`src/rtl/hs_arb_pkg.sv`:
```
`default_nettype none
// ============================================================================
// Module      : hs_arb_pkg
// Description : Shared types and defaults for the two-phase handshake arbiter.
// Revision    : 1.0 - initial release
// ============================================================================
package hs_arb_pkg;

    // Default data width of every channel.
    localparam int unsigned c_DEFAULT_WIDTH       = 8;
    // Default flop count of each request/ack synchronizer (two is the floor).
    localparam int unsigned c_DEFAULT_SYNC_STAGES = 2;

    // Arbiter FSM: IDLE arbitrates, WAIT holds one output transaction open.
    typedef enum logic [0:0] {
        IDLE = 1'b0,
        WAIT = 1'b1
    } state_t;

endpackage : hs_arb_pkg
`default_nettype wire

```
`src/rtl/hs_sync.sv`:
```
`default_nettype none
// ============================================================================
// Module      : hs_sync
// Description : N-flop single-bit synchronizer with asynchronous active-low
//               reset, used on every handshake line crossing into clk.
// Revision    : 1.0 - initial release
// ============================================================================
module hs_sync #(
    parameter int unsigned N = 2
) (
    input  logic clk,
    input  logic rst_n,
    input  logic i_d,
    output logic o_q
);

    logic [N-1:0] r_chain;

    // Shift the asynchronous input through the flop chain; the last flop is safe to use.
    always_ff @(posedge clk or negedge rst_n) begin
        if (!rst_n) begin
            r_chain <= '0;
        end else begin
            r_chain <= {r_chain[N-2:0], i_d};
        end
    end

    assign o_q = r_chain[N-1];

endmodule : hs_sync
`default_nettype wire

```
`src/rtl/hs_arbiter.sv`:
```
`default_nettype none
// ============================================================================
// Module      : hs_arbiter
// Description : Round-robin arbiter merging two two-phase (toggle) handshake
//               producers onto one two-phase channel toward a shared FIFO.
// Revision    : 1.0 - initial release
// ============================================================================
module hs_arbiter
    import hs_arb_pkg::*;
#(
    parameter int unsigned WIDTH       = c_DEFAULT_WIDTH,
    parameter int unsigned SYNC_STAGES = c_DEFAULT_SYNC_STAGES
) (
    input  logic             clock,
    input  logic             reset,
    input  logic             io_In0_HS_Req,
    output logic             io_In0_HS_Ack,
    input  logic [WIDTH-1:0] io_In0_Data,
    input  logic             io_In1_HS_Req,
    output logic             io_In1_HS_Ack,
    input  logic [WIDTH-1:0] io_In1_Data,
    output logic             io_Out_HS_Req,
    input  logic             io_Out_HS_Ack,
    output logic [WIDTH-1:0] io_Out_Data,
    output logic             io_Grant,
    output logic             io_Busy
);

    // ------------------------------------------------------------------
    // Synchronized handshake inputs
    // ------------------------------------------------------------------
    logic w_in0_req_s;
    logic w_in1_req_s;
    logic w_out_ack_s;

    hs_sync #(.N(SYNC_STAGES)) u_sync_in0_req (
        .clk   (clock),
        .rst_n (reset),
        .i_d   (io_In0_HS_Req),
        .o_q   (w_in0_req_s)
    );

    hs_sync #(.N(SYNC_STAGES)) u_sync_in1_req (
        .clk   (clock),
        .rst_n (reset),
        .i_d   (io_In1_HS_Req),
        .o_q   (w_in1_req_s)
    );

    hs_sync #(.N(SYNC_STAGES)) u_sync_out_ack (
        .clk   (clock),
        .rst_n (reset),
        .i_d   (io_Out_HS_Ack),
        .o_q   (w_out_ack_s)
    );

    // ------------------------------------------------------------------
    // State and registered outputs
    // ------------------------------------------------------------------
    state_t           r_state;
    state_t           w_state_nxt;
    logic             r_out_req;
    logic             w_out_req_nxt;
    logic [WIDTH-1:0] r_out_data;
    logic [WIDTH-1:0] w_out_data_nxt;
    logic             r_in0_ack;
    logic             w_in0_ack_nxt;
    logic             r_in1_ack;
    logic             w_in1_ack_nxt;
    logic             r_grant;
    logic             w_grant_nxt;
    logic             r_rr;
    logic             w_rr_nxt;
    logic             r_busy;

    logic             w_pend0;
    logic             w_pend1;
    logic             w_sel;

    // A producer is pending while its synchronized Req differs from the Ack we drive.
    assign w_pend0 = (w_in0_req_s != r_in0_ack);
    assign w_pend1 = (w_in1_req_s != r_in1_ack);

    // Next-state and next-output decode; every register holds unless a case below moves it.
    always_comb begin
        w_state_nxt    = r_state;
        w_out_req_nxt  = r_out_req;
        w_out_data_nxt = r_out_data;
        w_in0_ack_nxt  = r_in0_ack;
        w_in1_ack_nxt  = r_in1_ack;
        w_grant_nxt    = r_grant;
        w_rr_nxt       = r_rr;
        w_sel          = 1'b0;

        case (r_state)
            IDLE: begin
                if (w_pend0 || w_pend1) begin
                    // Contention goes to the round-robin pointer, otherwise to the lone requester.
                    w_sel          = (w_pend0 && w_pend1) ? r_rr : w_pend1;
                    w_out_data_nxt = w_sel ? io_In1_Data : io_In0_Data;
                    w_out_req_nxt  = ~r_out_req;
                    w_grant_nxt    = w_sel;
                    w_state_nxt    = WAIT;
                end
            end
            WAIT: begin
                // The FIFO has answered once its synchronized Ack catches up with our Req.
                if (w_out_ack_s == r_out_req) begin
                    if (r_grant) begin
                        w_in1_ack_nxt = ~r_in1_ack;
                    end else begin
                        w_in0_ack_nxt = ~r_in0_ack;
                    end
                    w_rr_nxt    = ~r_grant;
                    w_state_nxt = IDLE;
                end
            end
            default: begin
                w_state_nxt = IDLE;
            end
        endcase
    end

    // FSM state register.
    always_ff @(posedge clock or negedge reset) begin
        if (!reset) begin
            r_state <= IDLE;
        end else begin
            r_state <= w_state_nxt;
        end
    end

    // Output and pointer registers; Busy is registered from the next state so it has no input path.
    always_ff @(posedge clock or negedge reset) begin
        if (!reset) begin
            r_out_req  <= 1'b0;
            r_out_data <= '0;
            r_in0_ack  <= 1'b0;
            r_in1_ack  <= 1'b0;
            r_grant    <= 1'b0;
            r_rr       <= 1'b0;
            r_busy     <= 1'b0;
        end else begin
            r_out_req  <= w_out_req_nxt;
            r_out_data <= w_out_data_nxt;
            r_in0_ack  <= w_in0_ack_nxt;
            r_in1_ack  <= w_in1_ack_nxt;
            r_grant    <= w_grant_nxt;
            r_rr       <= w_rr_nxt;
            r_busy     <= (w_state_nxt == WAIT);
        end
    end

    assign io_Out_HS_Req = r_out_req;
    assign io_Out_Data   = r_out_data;
    assign io_In0_HS_Ack = r_in0_ack;
    assign io_In1_HS_Ack = r_in1_ack;
    assign io_Grant      = r_grant;
    assign io_Busy       = r_busy;

endmodule : hs_arbiter
`default_nettype wire

```
`config.mk`:
```
export PLATFORM = sky130hd
export DESIGN_NAME = hs_arbiter
export DESIGN_NICKNAME = d
export VERILOG_FILES = /design/src/rtl/hs_arb_pkg.sv /design/src/rtl/hs_sync.sv /design/src/rtl/hs_arbiter.sv
export SDC_FILE = /design/constraint.sdc
export NUM_CORES = 1
export LEC_CHECK = 0
export ABC_AREA = 0
export CAP_MARGIN = 20
export CORE_UTILIZATION = 30
export DETAILED_ROUTE_END_ITERATION = 6
export HOLD_SLACK_MARGIN = 0.02
export PLACE_DENSITY = 0.58
export SYNTH_ARGS = -nofsm -noshare
export SYNTH_HDL_FRONTEND = slang
export SYNTH_SLANG_ARGS = --single-unit
```
`constraint.sdc`:
```
create_clock -name clock -period 3.4 [get_ports clock]
set_input_delay 0.51 -clock clock [delete_from_list [all_inputs] [get_ports clock]]
set_output_delay 0.51 -clock clock [all_outputs]
set_load 0.01 [all_outputs]
```
Word level (Yosys, flattened, before mapping)
Index checks and enable logic that the tools add are counted.
{"block": "classes", "eq_ne": 3, "n_mux": 5, "n_bitwise": 5, "reduce_logical": 6}
{"op": "$mux 8", "count": 1}
{"op": "$reduce_and 3->1", "count": 2}
{"op": "$not 1->1", "count": 5}
{"op": "$reduce_and 2->1", "count": 2}
{"op": "$mux 1", "count": 3}
{"op": "$ne 1x1->1", "count": 2}
{"op": "$pmux 1 s2", "count": 1}
{"op": "$eq 1x1->1", "count": 1}
{"op": "$logic_and 1x1->1", "count": 1}
{"op": "$logic_or 1x1->1", "count": 1}
{"block": "word_totals", "reg_bits": 20, "inputBits": 21, "output_inout_bits": 13}

Longest topological paths before layout
Gate-level depths: netlist (run 1).
{"block": "depth", "depth_word": 4, "ltp_mapped": 5, "ltp_nobuf": 4}

Cells and area by module
Synthesis (run 1) repeated with hierarchy kept, for this count alone.
{"block": "hier_totals", "hier_cells": 62, "area_unflattened_um2": 787.0}
{"module": "hs_arbiter", "n_inst": 1, "cells_each": 56, "area_each_um2": 636.9, "seq_area_each_um2": 350.3}
{"module": "hs_sync", "n_inst": 3, "cells_each": 2, "area_each_um2": 50.0, "seq_area_each_um2": 50.0}

Worst setup path before layout (run 1)
No wires, ideal clock.
{"block": "synth_path", "kind": "register to register", "start": "reg r_in1_ack, in the netlist io_In1_HS_Ack", "end": "reg r_out_data[0], in the netlist io_Out_Data[0]", "arrival_ns": 1.199, "required_ns": 3.277, "setup_slack_ns": 2.079, "path_stages_with_launch": 6, "n_path_buf": 1, "cell_sequence": "dfrtp_1 > xnor2_1 > o21bai_1 > buf_6 > mux2i_1 > a21oi_1"}
{"block": "synth_between", "elab_chain_len": 4, "elab_cells_between_ends": 6}
{"element": "start, declared", "line_no": "hs_arbiter.sv:68", "text": "logic r_in1_ack;"}
{"element": "start signal, assigned", "line_no": "hs_arbiter.sv:147", "text": "r_in1_ack <= w_in1_ack_nxt;"}
{"element": "$ne 1x1->1 *", "line_no": "hs_arbiter.sv:82", "text": "assign w_pend1 = (w_in1_req_s != r_in1_ack);"}
{"element": "$logic_and 1x1->1", "line_no": "hs_arbiter.sv:99", "text": "w_sel = (w_pend0 && w_pend1) ? r_rr : w_pend1;"}
{"element": "$mux 1", "line_no": "hs_arbiter.sv:99"}
{"element": "$mux 8", "line_no": "hs_arbiter.sv:100", "text": "w_out_data_nxt = w_sel ? io_In1_Data : io_In0_Data;"}
{"element": "end signal, assigned", "line_no": "hs_arbiter.sv:145", "text": "r_out_data <= w_out_data_nxt;"}
{"element": "end, declared", "line_no": "hs_arbiter.sv:64", "text": "logic [WIDTH-1:0] r_out_data;"}
Every way passes the cells marked *; elsewhere a longest branch is shown, timed or not.
A chain may end at the register's enable or synchronous reset.

Final worst setup path (run 1)
{"block": "layout_path", "start": "reg r_in0_ack, in the netlist io_In0_HS_Ack", "end": "reg r_out_data[2], in the netlist io_Out_Data[2]"}
{"block": "layout_between", "elab_chain_len": 4, "elab_cells_between_ends": 6}
{"element": "start, declared", "line_no": "hs_arbiter.sv:66", "text": "logic r_in0_ack;"}
{"element": "start signal, assigned", "line_no": "hs_arbiter.sv:146", "text": "r_in0_ack <= w_in0_ack_nxt;"}
{"element": "$ne 1x1->1 *", "line_no": "hs_arbiter.sv:81", "text": "assign w_pend0 = (w_in0_req_s != r_in0_ack);"}
{"element": "$logic_and 1x1->1", "line_no": "hs_arbiter.sv:99"}
{"element": "$mux 1", "line_no": "hs_arbiter.sv:99"}
{"element": "$mux 8", "line_no": "hs_arbiter.sv:100"}
Marked as above.

==> run metrics, run 1 <==
result of the run complete, no violations; pin count of the biggest net entering global routing 21; total nets after synthesis 83; distinct cell type count of the synthesized netlist 15; Bufs on Longest Clock Path 2; sequential element share of the synthesized area around 63%; register-to-register setup slack around 1500 ps; final count of negative-setup-slack endpoints 0; launch instance of the worst min-delay path u_sync_in1_req.r_chain[0]; Clock transition at path regs 100 ps; # DRC 0; actual slew at the worst max-slew pin between 1000 and 1500 ps; wirelength, routed about 1500 um; crit path max fanout 9; total clock buffers created by CTS 3; number of iterations in the first detailed-routing pass 2; number of buffers inserted by post-CTS setup repair 0; Worst VDD drop 445 uV; Avg Synthesized Cell Area 12.7 um2; Filler Cells Inserted around 250; Die ar. 2840 um2; Hold-fix buffers, CTS 0; overall fraction of global-route tracks in use between 10 and 15%; Detailed Route Iter0 Violations 6; count of yosys warnings during synthesis 0; overall overflow remaining after global route 0; post-route core utilization between 40% and 50%; initial core utilization about a third; Reg2Reg Capture Point io_Out_Data[2]; Hold Path Cell Cnt 0; crit-path max cell delay slightly above 800 ps; CTS tree built; routed vias ~580; clock period minus worst slack a little under 2000 ps; total inserted antenna cells 0; DRT antenna net count 0; synthesized cell area between 700 and 800 um2; Num Clock Sinks 20; proportion of layout cells with a drive suffix above 1 6.25%; overall die height roughly 53 um; library cell with the largest summed area after synthesis sky130_fd_sc_hd__dfrtp_1; I/O pins 34; required time at the endpoint of the critical path ~3500 ps; number of levels the H-tree was split into 1; CTS root buf sky130_fd_sc_hd__clkbuf_4; synth top area cells sky130_fd_sc_hd__dfrtp_1 (63%), sky130_fd_sc_hd__mux2i_1 (10%), sky130_fd_sc_hd__a21oi_1 (5.1%), sky130_fd_sc_hd__xnor2_1 (4.4%), sky130_fd_sc_hd__nor2_1 (4.3%); post-DP HPWL ~1100 um; Yosys reg bits 20; Rel. slew slack a little under a third; element type at the critical path end flop; sequence of cells on the critical path xnor2_1, o21bai_1, mux2i_1, a21oi_1; type of the worst min-delay path reg2reg; total negative slack 0 ps; cells resized by post-CTS repair 0; max cap viols 0; initial antenna violation count 0; startpoint of the worst register-to-register path io_In0_HS_Ack; max-slew violation total from the final report 0; leading register cell type out of synthesis sky130_fd_sc_hd__dfrtp_1; gpl congestion 0.722; global-route wire length before repair about 2500 um; Avg WL per Cell between 10 and 15 um; RSZ-0062 raised after global routing false; signed area change from the synthesized netlist to the final layout 46.7%; Final Skew ~1.7 ps; most frequent cell after synthesis sky130_fd_sc_hd__dfrtp_1; depth of the worst register-to-register path 4; insertion delay to the later sink of the worst-skew pair ~280 ps; share of the clock period used by the worst path after layout between 50 and 60%; proportion of netlist area held by the largest area contributor a little under two thirds; Max Freq roughly 0.5 GHz; cell with the largest stage delay on the worst path sky130_fd_sc_hd__o21bai_1; instance count of the mapped netlist 62; start point of the critical path io_In0_HS_Ack; cell types with the highest counts after synthesis sky130_fd_sc_hd__dfrtp_1 (20), sky130_fd_sc_hd__nor2_1 (9), sky130_fd_sc_hd__a21oi_1 (8), sky130_fd_sc_hd__mux2i_1 (8), sky130_fd_sc_hd__xnor2_1 (4); via/cell ratio ~4.6; count of flip-flops with a built-in enable after synthesis 0; critical path type reg2reg; hold endpoint u_sync_in1_req.r_chain[1]; launching element type of the critical path flop; buffers added on ports 33; final-report hold violation count 0; die width 53.3 um; Lkg Pwr about 0.50 nW; number of global-route vias before repair 570; Async SR Flop Fraction 100%; Pwr per Cell Area between 800 and 900 nW/um2; arrival time at the worst endpoint 2080 ps; core area ~2500 um2; number of rows created at floorplan 18; fin nets between 100 and 150
-- flip-flops by register name, indices dropped and copies added, names as in the netlist --
signal                  flops
u_sync_out_ack.r_chain      2
io_In1_HS_Ack               1
io_Grant                    1
u_sync_in1_req.r_chain      2
r_rr                        1
io_In0_HS_Ack               1
io_Busy                     1
u_sync_in0_req.r_chain      2
io_Out_Data                 8
io_Out_HS_Req               1
-- worst max path at each step --
stage	endpoint	slack [ps]	cells past startpoint
after CTS	io_Out_Data[5]	1350	4
after global routing	io_Out_Data[2]	1300	4
final	io_Out_Data[2]	1460	4
after detailed placement	io_Out_Data[5]	1370	4
after floorplan	io_Out_Data[0]	2080	5
after global placement	io_Out_Data[4]	1460	4
-- metal layers --
metal | global-route usage, % | share of wire, %
met3 | 3.74 | 5.2
met2 | 21.5 | 50
met5 | 0 | 0
met1 | 14.0 | 44
met4 | 2.63 | 1.2
-- cells by family (layout without fill, tap and decap cells) --
logic type / Yosys count / after routing / synth area share, %
and+or+nand+nor: 11 / 11 / 5.40
muxes: 9 / 9 / 11.6
xor gates and xnor gates: 6 / 6 / 6.67
AOI/OAI and AO/OA: 12 / 12 / 9.05
buffers and inverters: 4 / 38 / 3.81
DFF: 20 / 20 / 63.5
-- where the power goes --
part / switching [mW] / leakage, nW / total (mW) / internal, mW
Combinational: 0.228 / 0.258 / 0.505 / 0.277
Clock: 0.0631 / 0.0138 / 0.104 / 0.0411
Sequential: 0.0673 / 0.228 / 0.397 / 0.330
Total: 0.358 / 0.500 / 1.01 / 0.648
-- critical path: cells and delay by family (launching register included) --
kind | cells | cell delay, ps
flip-flops | 1 | 430
AO/OA/AOI/OAI | 2 | 900
XOR/XNOR | 1 | 180
multiplexers | 1 | 280
-- stage by stage --
step	cell area, um2	setup slack, ps	instances	total power, mW	hold slack (ps)
4_1_cts	1160	1350	126	1.03	361
2_1_floorplan	788	2080	62	0.708	214
5_1_grt	1160	1300	126	1.09	372
3_3_place_gp	1130	1460	123	0.902	332
6_report	1160	1460	126	1.01	360
3_5_place_dp	1130	1370	123	0.920	336
-- cells in the final DEF (no fill, tap or decap) --
master and instances:
sky130_fd_sc_hd__a21o_2 1, sky130_fd_sc_hd__o22ai_1 1, sky130_fd_sc_hd__mux2_2 1, sky130_fd_sc_hd__dfrtp_1 20, sky130_fd_sc_hd__nor2_1 9, sky130_fd_sc_hd__a21oi_1 8
sky130_fd_sc_hd__nand3_1 1, sky130_fd_sc_hd__clkbuf_4 3, sky130_fd_sc_hd__inv_1 2, sky130_fd_sc_hd__o21bai_1 1, sky130_fd_sc_hd__a21oi_2 1, sky130_fd_sc_hd__xnor2_1 4
sky130_fd_sc_hd__clkdlybuf4s50_1 33, sky130_fd_sc_hd__nand2_1 1, sky130_fd_sc_hd__xor2_1 2, sky130_fd_sc_hd__mux2i_1 8
-- final cells by class --
cell class	instances	area, um2	area share, %
sequential	20	500	43.3
timing repair buffer	33	330	28.6
clock buffer	3	22.5	1.95
multi-input combinational	38	258	22.3
inverter	2	7.51	0.649
tap	30	37.5	3.25
(Power assumes the default switching activity.)
==> run 2, diff against run 1 <==
--- a/config.mk
+++ b/config.mk
@@ -10,7 +10,7 @@
 export CORE_UTILIZATION = 30
 export DETAILED_ROUTE_END_ITERATION = 6
 export HOLD_SLACK_MARGIN = 0.02
-export PLACE_DENSITY = 0.58
+export PLACE_DENSITY = 0.6
 export SYNTH_ARGS = -nofsm -noshare
 export SYNTH_HDL_FRONTEND = slang
 export SYNTH_SLANG_ARGS = --single-unit
==> constraint.sdc (replaced) <==
create_clock -name clock -period 1.6 [get_ports clock]
set_input_delay 0.24 -clock clock [delete_from_list [all_inputs] [get_ports clock]]
set_output_delay 0.24 -clock clock [all_outputs]
set_load 0.01 [all_outputs]
==> run 2 against run 1 <==
  * Total power up 130%
  * Non-clock buffer count up 2
  * Final cell count up 2.4%
  * Clock skew up 0.56 ps
  * Via count down 2.2%
  * Clock power rose to 2.7 times the previous value
  * Worst hold slack worse by 87 ps
  * Sequential power up 110%
  * Critical path type is now reg2out
  * Highest routed layer unchanged
==> run metrics, run 2 (synthesis results as in run 1) <==
result of the run complete, no violations; Final Skew 2.24 ps; register-to-register setup slack 140 ps; Num Clock Sinks 20; Layout Cells excl Fill 129; Avg WL per Cell between 10 and 15 um; sequential cell area around 500 um2; via/cell ratio between 4 and 5; number of iterations in the first detailed-routing pass 2; Clock transition at path regs around 110 ps; number of global-route vias before repair 516; type of the worst min-delay path in2async; insertion delay to the later sink of the worst-skew pair 290 ps; DRT antenna net count 0; initial core utilization 31.8%; post-detailed-placement cell area ~1200 um2; Max Freq approximately 0.65 GHz; I/O pins 34; post-route cell area between 1000 and 1500 um2; Detailed Route Iter0 Violations 2; commonest non-fill, non-tap cells in the layout sky130_fd_sc_hd__clkdlybuf4s50_1 (32), sky130_fd_sc_hd__dfrtp_1 (19), sky130_fd_sc_hd__nor2_1 (9); crit path max fanout 6; required time at the endpoint of the critical path 1360 ps; pin count of the biggest net entering global routing 21; cell with the largest stage delay on the worst path sky130_fd_sc_hd__clkdlybuf4s50_1; leading cell type in the layout, fill and taps excluded sky130_fd_sc_hd__clkdlybuf4s50_1; Filler Cells Inserted ~240; die width 53.3 um; arrival time at the worst endpoint 1290 ps; number of buffers inserted by post-CTS setup repair 0; Largest register FFs 8; Lkg Pwr around 0.54 nW; critical path type reg2out; Die ar. about 2800 um2; routed vias about 570; overall overflow remaining after global route 0; buffers added on ports 33; Worst Path Buf+Inv 1; CTS root buf sky130_fd_sc_hd__clkbuf_4; element type at the critical path end output port; number of levels the H-tree was split into 1; Hold Slack approximately 270 ps; share of the clock period used by the worst path after layout approximately 96%; CTS tree built; final count of negative-setup-slack endpoints 0; multi-input gate area in the final layout 273 um2; Pwr per Cell Area 1890 nW/um2; actual slew at the worst max-slew pin about 470 ps; clock period minus worst slack about 1500 ps; max cap viols 0; gpl congestion a little under 0.7; Post-Place Setup Slack between 40 and 50 ps; initial antenna violation count 0; Bufs on Longest Clock Path 2; sequence of cells on the critical path clkdlybuf4s50_1; signed area change from the synthesized netlist to the final layout 54.3%; Rel. slew slack around two thirds; core area 2480 um2; overall fraction of global-route tracks in use between 10% and 20%; number of rows created at floorplan 18; # DRC 0; placed instance count ~130; total inserted antenna cells 0; total clock buffers created by CTS 3; fin nets between 100 and 150; crit-path max cell delay between 500 and 600 ps; proportion of layout cells with a drive suffix above 1 between 10% and 20%; final-report hold violation count 0; max-slew violation total from the final report 0; global-route wire length before repair between 2000 and 2500 um; family of cells with the greatest summed delay on the critical path buffers and inverters; Final WS setup between 60 and 70 ps; launching element type of the critical path flop; post-DP HPWL between 1000 and 1500 um; overall die height ~53 um; Hold-fix buffers, CTS 0; wirelength, routed around 1400 um; Worst VDD drop between 1000 and 1500 uV
==> run 2: repair_timing <==
item / CTS / global route
hold endpoints to repair: 0 / 0
resized for setup: 0 / 4
endpoints found under the setup margin: 0 / 12
==> run 2: power by group <==
| part | total, mW | switching (mW) | internal [mW] |
|---|---|---|---|
| combinational | 1.17 | 0.507 | 0.661 |
| clock | 0.282 | 0.144 | 0.138 |
| sequential | 0.853 | 0.150 | 0.703 |
| total | 2.30 | 0.801 | 1.50 |
==> run 2: final cells by class <==
| type | count | area share [%] |
|---|---|---|
| well taps | 30 | 3.09 |
| multi-input cells | 38 | 22.4 |
| inverters | 2 | 0.617 |
| flip-flops and latches | 20 | 41.3 |
| repair buffers | 35 | 29.6 |
| clock buffers | 4 | 2.98 |
==> run 2: metrics by stage <==
step	power [mW]	TNS, ps	util [%]
after floorplan	1.50	0	-
after global placement	1.99	0	46.9
after detailed placement	2.01	0	46.9
after CTS	2.31	0	48.3
after global routing	2.48	-4.29	49.1
final	2.30	0	49.1
==> run 2: routing by layer <==
layer	wire length, um	up-vias	global-route usage (%)
met2	693	16	17.7
met5	0	-	0
met1	675	271	15.4
met4	9	0	6.58
li1	-	280	-
met3	69	2	3.74
==> run 2: final timing paths <==
kind | startpoint | to | cells after the start
setup / recovery | io_Busy | io_Busy | 1
hold / removal | reset | io_Out_Data[7] | 2
setup reg to reg | io_In1_HS_Ack | io_Out_Data[5] | 5
hold reg to reg | u_sync_in1_req.r_chain[0] | u_sync_in1_req.r_chain[1] | 0
max in group asynchronous | reset | io_Busy | 2
min in group clock | u_sync_in1_req.r_chain[0] | u_sync_in1_req.r_chain[1] | 0
==> run 2: worst reg2reg max path: stages (launching register included) <==
cell and delay, ps:
sky130_fd_sc_hd__dfrtp_1 440, sky130_fd_sc_hd__xnor2_2 240, sky130_fd_sc_hd__o21bai_1 200, sky130_fd_sc_hd__buf_12 180, sky130_fd_sc_hd__mux2i_1 180, sky130_fd_sc_hd__a21oi_1 90
